$ cat config.mk
export PLATFORM = sky130hd
export DESIGN_NAME = regfile_scoreboard_flat
export DESIGN_NICKNAME = d
export VERILOG_FILES = /design/src/rtl/regfile_scoreboard_if.sv /design/src/rtl/regfile_scoreboard.sv /design/src/flat_wrapper.sv
export SDC_FILE = /design/constraint.sdc
export NUM_CORES = 2
export LEC_CHECK = 0
export BUFFER_PORTS_ARGS = -buffer_cell sky130_fd_sc_hd__buf_2
export CAP_MARGIN = 30
export CORE_ASPECT_RATIO = 0.9
export CORE_MARGIN = 4
export CORE_UTILIZATION = 47
export DETAILED_ROUTE_END_ITERATION = 10
export PLACE_DENSITY_LB_ADDON = 0.05
export SLEW_MARGIN = 20
export SYNTH_ARGS = -nofsm -noshare
export SYNTH_HDL_FRONTEND = slang
export SYNTH_SLANG_ARGS = --single-unit
$ cat constraint.sdc
create_clock -name clk -period 68.8 [get_ports clk]
set_input_delay 6.88 -clock clk [delete_from_list [all_inputs] [get_ports clk]]
set_output_delay 6.88 -clock clk [all_outputs]
set_load 0.02 [all_outputs]
$ cat src/rtl/regfile_scoreboard_if.sv
// Register-file / scoreboard bus: read ports, issue port, writeback port, flush and busy count.
// master drives requests (core side), slave is the register file.
interface regfile_scoreboard_if #(
  parameter int XLEN = 32,
  parameter int NREG = 32
);
  localparam int AW = $clog2(NREG);

  logic [AW-1:0]   rs1_addr;
  logic [AW-1:0]   rs2_addr;
  logic [XLEN-1:0] rs1_data;
  logic [XLEN-1:0] rs2_data;
  logic            rs1_busy;
  logic            rs2_busy;
  logic            issue_en;
  logic [AW-1:0]   issue_rd;
  logic            wb_en;
  logic [AW-1:0]   wb_addr;
  logic [XLEN-1:0] wb_data;
  logic            flush;
  logic [AW:0]     pending_cnt;

  modport master (
    output rs1_addr, rs2_addr, issue_en, issue_rd, wb_en, wb_addr, wb_data, flush,
    input  rs1_data, rs2_data, rs1_busy, rs2_busy, pending_cnt
  );

  modport slave (
    input  rs1_addr, rs2_addr, issue_en, issue_rd, wb_en, wb_addr, wb_data, flush,
    output rs1_data, rs2_data, rs1_busy, rs2_busy, pending_cnt
  );
endinterface

$ cat src/rtl/regfile_scoreboard.sv
// Two-read/one-write register file with write-through bypass and a per-register
// busy scoreboard tracking outstanding writes; register 0 is hardwired to zero.
module regfile_scoreboard #(
  parameter int              XLEN      = 32,
  parameter int              NREG      = 32,
  parameter logic [XLEN-1:0] RESET_VAL = '0
) (
  input logic                clk,
  input logic                reset,
  regfile_scoreboard_if.slave bus
);
  localparam int AW = $clog2(NREG);

  logic [XLEN-1:0] mem_q [NREG];
  logic [NREG-1:0] busy_q, busy_d;
  logic [AW:0]     pending_cnt_q, pending_cnt_d;

  logic wb_live;
  logic iss_live;
  logic byp1, byp2;

  assign wb_live  = bus.wb_en && (bus.wb_addr != '0);
  assign iss_live = bus.issue_en && (bus.issue_rd != '0);
  assign byp1     = wb_live && (bus.wb_addr == bus.rs1_addr);
  assign byp2     = wb_live && (bus.wb_addr == bus.rs2_addr);

  // Ordering encodes priority: flush, then writeback clear, then issue set.
  always_comb begin
    busy_d = bus.flush ? '0 : busy_q;
    if (wb_live)  busy_d[bus.wb_addr]  = 1'b0;
    if (iss_live) busy_d[bus.issue_rd] = 1'b1;
    busy_d[0] = 1'b0;
  end

  always_comb begin
    pending_cnt_d = '0;
    for (int i = 0; i < NREG; i++)
      pending_cnt_d = pending_cnt_d + (AW+1)'(busy_d[i]);
  end

  always_ff @(posedge clk or posedge reset) begin
    if (reset) begin
      for (int i = 0; i < NREG; i++)
        mem_q[i] <= (i == 0) ? '0 : RESET_VAL;
      busy_q        <= '0;
      pending_cnt_q <= '0;
    end else begin
      if (wb_live) mem_q[bus.wb_addr] <= bus.wb_data;
      busy_q        <= busy_d;
      pending_cnt_q <= pending_cnt_d;
    end
  end

  always_comb begin
    bus.rs1_data = byp1 ? bus.wb_data : mem_q[bus.rs1_addr];
    bus.rs2_data = byp2 ? bus.wb_data : mem_q[bus.rs2_addr];
    if (bus.rs1_addr == '0) bus.rs1_data = '0;
    if (bus.rs2_addr == '0) bus.rs2_data = '0;
  end

  // A bypassed operand is already available, so it is not reported busy.
  assign bus.rs1_busy    = busy_q[bus.rs1_addr] && !byp1;
  assign bus.rs2_busy    = busy_q[bus.rs2_addr] && !byp2;
  assign bus.pending_cnt = pending_cnt_q;
endmodule
$ cat src/flat_wrapper.sv
// flat-port wrapper written by rule: the top's interface ports become plain ports
module regfile_scoreboard_flat 
#(
  parameter int              XLEN      = 32,
  parameter int              NREG      = 32,
  parameter logic [XLEN-1:0] RESET_VAL = '0
)
  (clk, reset, bus_rs1_addr, bus_rs2_addr, bus_issue_en, bus_issue_rd, bus_wb_en, bus_wb_addr, bus_wb_data, bus_flush, bus_rs1_data, bus_rs2_data, bus_rs1_busy, bus_rs2_busy, bus_pending_cnt);
  regfile_scoreboard_if #(.XLEN(XLEN), .NREG(NREG)) bus_i ();
  input logic clk;
  input logic reset;
  input wire logic [$bits(bus_i.rs1_addr)-1:0] bus_rs1_addr;
  input wire logic [$bits(bus_i.rs2_addr)-1:0] bus_rs2_addr;
  input wire logic [$bits(bus_i.issue_en)-1:0] bus_issue_en;
  input wire logic [$bits(bus_i.issue_rd)-1:0] bus_issue_rd;
  input wire logic [$bits(bus_i.wb_en)-1:0] bus_wb_en;
  input wire logic [$bits(bus_i.wb_addr)-1:0] bus_wb_addr;
  input wire logic [$bits(bus_i.wb_data)-1:0] bus_wb_data;
  input wire logic [$bits(bus_i.flush)-1:0] bus_flush;
  output wire logic [$bits(bus_i.rs1_data)-1:0] bus_rs1_data;
  output wire logic [$bits(bus_i.rs2_data)-1:0] bus_rs2_data;
  output wire logic [$bits(bus_i.rs1_busy)-1:0] bus_rs1_busy;
  output wire logic [$bits(bus_i.rs2_busy)-1:0] bus_rs2_busy;
  output wire logic [$bits(bus_i.pending_cnt)-1:0] bus_pending_cnt;
  assign bus_i.rs1_addr = bus_rs1_addr;
  assign bus_i.rs2_addr = bus_rs2_addr;
  assign bus_i.issue_en = bus_issue_en;
  assign bus_i.issue_rd = bus_issue_rd;
  assign bus_i.wb_en = bus_wb_en;
  assign bus_i.wb_addr = bus_wb_addr;
  assign bus_i.wb_data = bus_wb_data;
  assign bus_i.flush = bus_flush;
  assign bus_rs1_data = bus_i.rs1_data;
  assign bus_rs2_data = bus_i.rs2_data;
  assign bus_rs1_busy = bus_i.rs1_busy;
  assign bus_rs2_busy = bus_i.rs2_busy;
  assign bus_pending_cnt = bus_i.pending_cnt;
  regfile_scoreboard #(.XLEN(XLEN), .NREG(NREG), .RESET_VAL(RESET_VAL)) u_core (.clk(clk), .reset(reset), .bus(bus_i));
endmodule
==> key figures <==
Run status
  – Run status: finished clean

Setup path
  – Worst Setup EP: bus_rs1_data[20]
  – Max stage delay cell, worst path: nand2_1
  – Required @ worst endpoint: 61.92 ns
  – Setup crit start kind: primary input
  – Reg-to-reg slack, setup: between 60 and 70 ns
  – Reg2reg path depth: 18
  – Crit path launch: bus_rs1_addr[2]
  – Critical path endpoint category: primary output
  – Setup Crit Path Kind: primary input to primary output
  – CP max stage delay: between 0.8 and 0.9 ns
  – Top delay family on crit path: buffers and inverters
  – Most frequent CP cell: buf_4
  – Buffer and inverter count on the worst path: 5
  – Critical path depth in cells: 11
  – Reg2reg start: u_core.busy_q[1]
  – Reg2reg end: u_core.bus.pending_cnt[4]
  – Crit-path max FO: 58
  – Critical path cell sequence: buf_8 -> buf_4 -> buf_4 -> nor2b_4 -> buf_4 -> nand2_1 -> a211oi_1 -> a2111oi_2 -> a211oi_1 -> nor3_1 -> buf_2
  – Crit path DAT: approximately 11 ns

Power and ir drop
  – P_leak: ~29 nW
  – Maximum vdd drop: around 0.021 mV
  – Power Dens Cells: roughly 29 nW/um^2
  – Total power: roughly 0.0019 W

Die
  – DIE AREA: roughly 130000 um^2
  – Core ar.: approximately 120000 um^2
  – Chip width: 379 um
  – I/O pins: around 130
  – Initial core utilization: around 47%
  – # rows: 122
  – DIE HEIGHT: 342 um

Synthesis
  – Yosys warnings: 0
  – Top cells by area, synth: dfrtp_1 (46%), mux2_2 (20%), mux4_2 (15%), mux2i_1 (5.6%), clkbuf_1 (1.5%)
  – Primary FF master, synth: dfrtp_1
  – Mapped Area: 58300 um^2
  – EDFF count, synth: 0
  – Synthesized flop and latch total: between 1000 and 1500
  – Mean post-synth cell area: roughly 14 um^2
  – Synth Instances: between 4000 and 5000
  – Post-synth top cells: dfrtp_1 (1061), mux2_2 (1017), mux4_2 (385), mux2i_1 (328), clkbuf_1 (234)
  – Yosys cell types: 70
  – Synth top area share: about 46%
  – Mux share of post-synthesis cell area: 40.1%
  – Async SR Flop Fraction: 100%
  – Sequential area share after synthesis: between 40% and 50%
  – Syn Nets: around 4200
  – Cell accounting for the most synthesized area: dfrtp_1
  – Simple-gate share of the synthesized area: 2.69%
  – Area fraction in compound gates after synthesis: around 6.2%
  – Synth Area in Adders: less than 1%
  – XOR/XNOR Fraction of Synth Area: less than 1%
  – Most common cell in the synthesized netlist: dfrtp_1
  – Largest family of logic cells by synthesized area: multiplexers

CTS
  – Clk Latency, worst-skew pair: ~0.74 ns
  – Post_cts resized: 0
  – CTS tree: done
  – Post-CTS setup buffer count: 0
  – Hold_buf cts: 0
  – TritonCTS buffer count: 118
  – CTS max path bufs: 3
  – H-tree depth: 3
  – Root buffer cell: clkbuf_16
  – TritonCTS sink count: between 1000 and 1500
  – Clock transition at path regs: 0.06 ns

STA
  – Minimum clock period: between 15 and 20 ns
  – Unrepaired setup endpoints after global routing: no
  – Achievable Freq: roughly 54 MHz
  – Setup ws final: 50.44 ns
  – Max-slew violations: 0
  – Worst slew margin: 26.3%
  – Setup Viol. Count Final: 0
  – Fraction of the cycle the final worst path needs: between 20% and 30%
  – Final setup TNS: 0 ns
  – Hold Vio Cnt, Final: 0
  – Worst Skew: between 0.005 and 0.006 ns
  – Worst Tran Pin Value: 1.10 ns
  – Worst hold margin: 0.394 ns

Cells and area
  – Filler cells: 10400
  – Fin util: a little over half
  – Syn-to-layout area delta: 10.5%
  – Fin nets: between 4000 and 5000
  – Share of post-route cells with drive strength above 1: roughly 46%

Route
  – DR WL/cell: 36.8 um
  – DR vias/cell: between 6 and 7
  – Router iterations before antenna repair: 5
  – DRC Markers: 0
  – Final WL: between 200000 and 250000 um
  – WL met3: 17100 um
  – ANT nets after route: 0
  – Met2 routed wirelength: 95800 um
  – Uppermost layer routed: met5
  – Vias: 39700
  – Wl on met1: 92000 um
  – Drt initial violations: 3904

GRT
  – Initial antenna violation count: 17
  – GRT overflow: 0
  – Number of global-route vias before repair: slightly below 40000
  – First-pass GRT wire length: between 300000 and 400000 um
  – Largest net degree at the start of global routing: about 170
  – Total track usage: roughly 33%

Place
  – I/O Buffers: around 130
  – Place WS: 50.35 ns
  – DP HPWL: 120000 um
  – Final GP Congestion: slightly above 0.8

Run
  – Max-Cap Viols: 0

Min path
  – Worst Hold Class: flop to flop
[cell type report]
cell class | count | area, um^2 | area share [%]
Inverter | 69 | 267 | 0.414
Clock buffer | 187 | 3620 | 5.62
Antenna cell | 5 | 12.5 | 0.0194
Multi-Input combinational cell | 2563 | 29600 | 45.9
Timing Repair Buffer | 255 | 2060 | 3.20
Tap cell | 1612 | 2020 | 3.13
Clock inverter | 27 | 307 | 0.476
Sequential cell | 1061 | 26600 | 41.2
[state kept, by name, summed over array words and instances, names as in the netlist]
signal / flops
u_core.bus.pending_cnt: 6
u_core.busy_q: 31
u_core.mem_q: 1024
[worst min-delay path by stage]
stage	cells past startpoint	slack (ns)	startpoint	end
after detailed placement	0	0.38	u_core.mem_q[1007]	u_core.mem_q[1007]
after global placement	0	0.38	u_core.mem_q[998]	u_core.mem_q[998]
final	0	0.39	u_core.mem_q[992]	u_core.mem_q[992]
after CTS	0	0.40	u_core.mem_q[1017]	u_core.mem_q[1017]
after floorplan	1	0.44	u_core.mem_q[1000]	u_core.mem_q[1000]
after global routing	0	0.41	u_core.mem_q[994]	u_core.mem_q[994]
[stage by stage]
step / instance area [um^2] / instances
2_1_floorplan: 58300 / 4150
3_3_place_gp: 59900 / 5536
3_5_place_dp: 60300 / 5550
4_1_cts: 64200 / 5764
5_1_grt: 64400 / 5777
6_report: 64400 / 5779
[where the power goes]
group          switching [W]  internal [W]
clock               0.000269      0.000379
combinational       0.000168      0.000209
sequential         0.0000850      0.000739
[cell usage in the layout (no fill, tap or decap), drive strengths merged, types with 51 or more instances in the layout]
master	instances
mux2	1017
a21oi	55
a221oi	64
mux4	385
nor3	58
o21ai	69
clkbuf	189
buf	253
inv	70
dfrtp	1061
nand2	62
mux2i	328
a22oi	53
nor2	62
a221o	51
[worst reg2reg max path, cell delays in order (launching register included)]
cell and delay (ns):
dfrtp_1 0.39, nand3_1 0.09, o21ai_0 0.15, ha_1 0.34
fa_1 0.51, inv_1 0.06, fa_1 0.46, fa_1 0.51
fa_1 0.50, inv_1 0.05, fa_1 0.49, inv_1 0.05
fa_1 0.47, inv_1 0.04, ha_1 0.22, fa_1 0.46
a21o_1 0.19, a21oi_1 0.17, xnor2_1 0.14
[layer usage]
metal	vias up	track usage (%)
met5	-	0
met4	2	10.5
met3	413	5.97
met2	1833	49.4
met1	21700	48.3
li1	15800	-
[kinds of logic after synthesis]
logic type,Yosys count
DFF,1061
muxes,1730
xor gates and xnor gates,13
buffers and inverters,526
adders and majority gates,32
AOI/OAI and AO/OA,483
and+or+nand+nor,305
No activity file was read; power rests on OpenSTA's default activity.
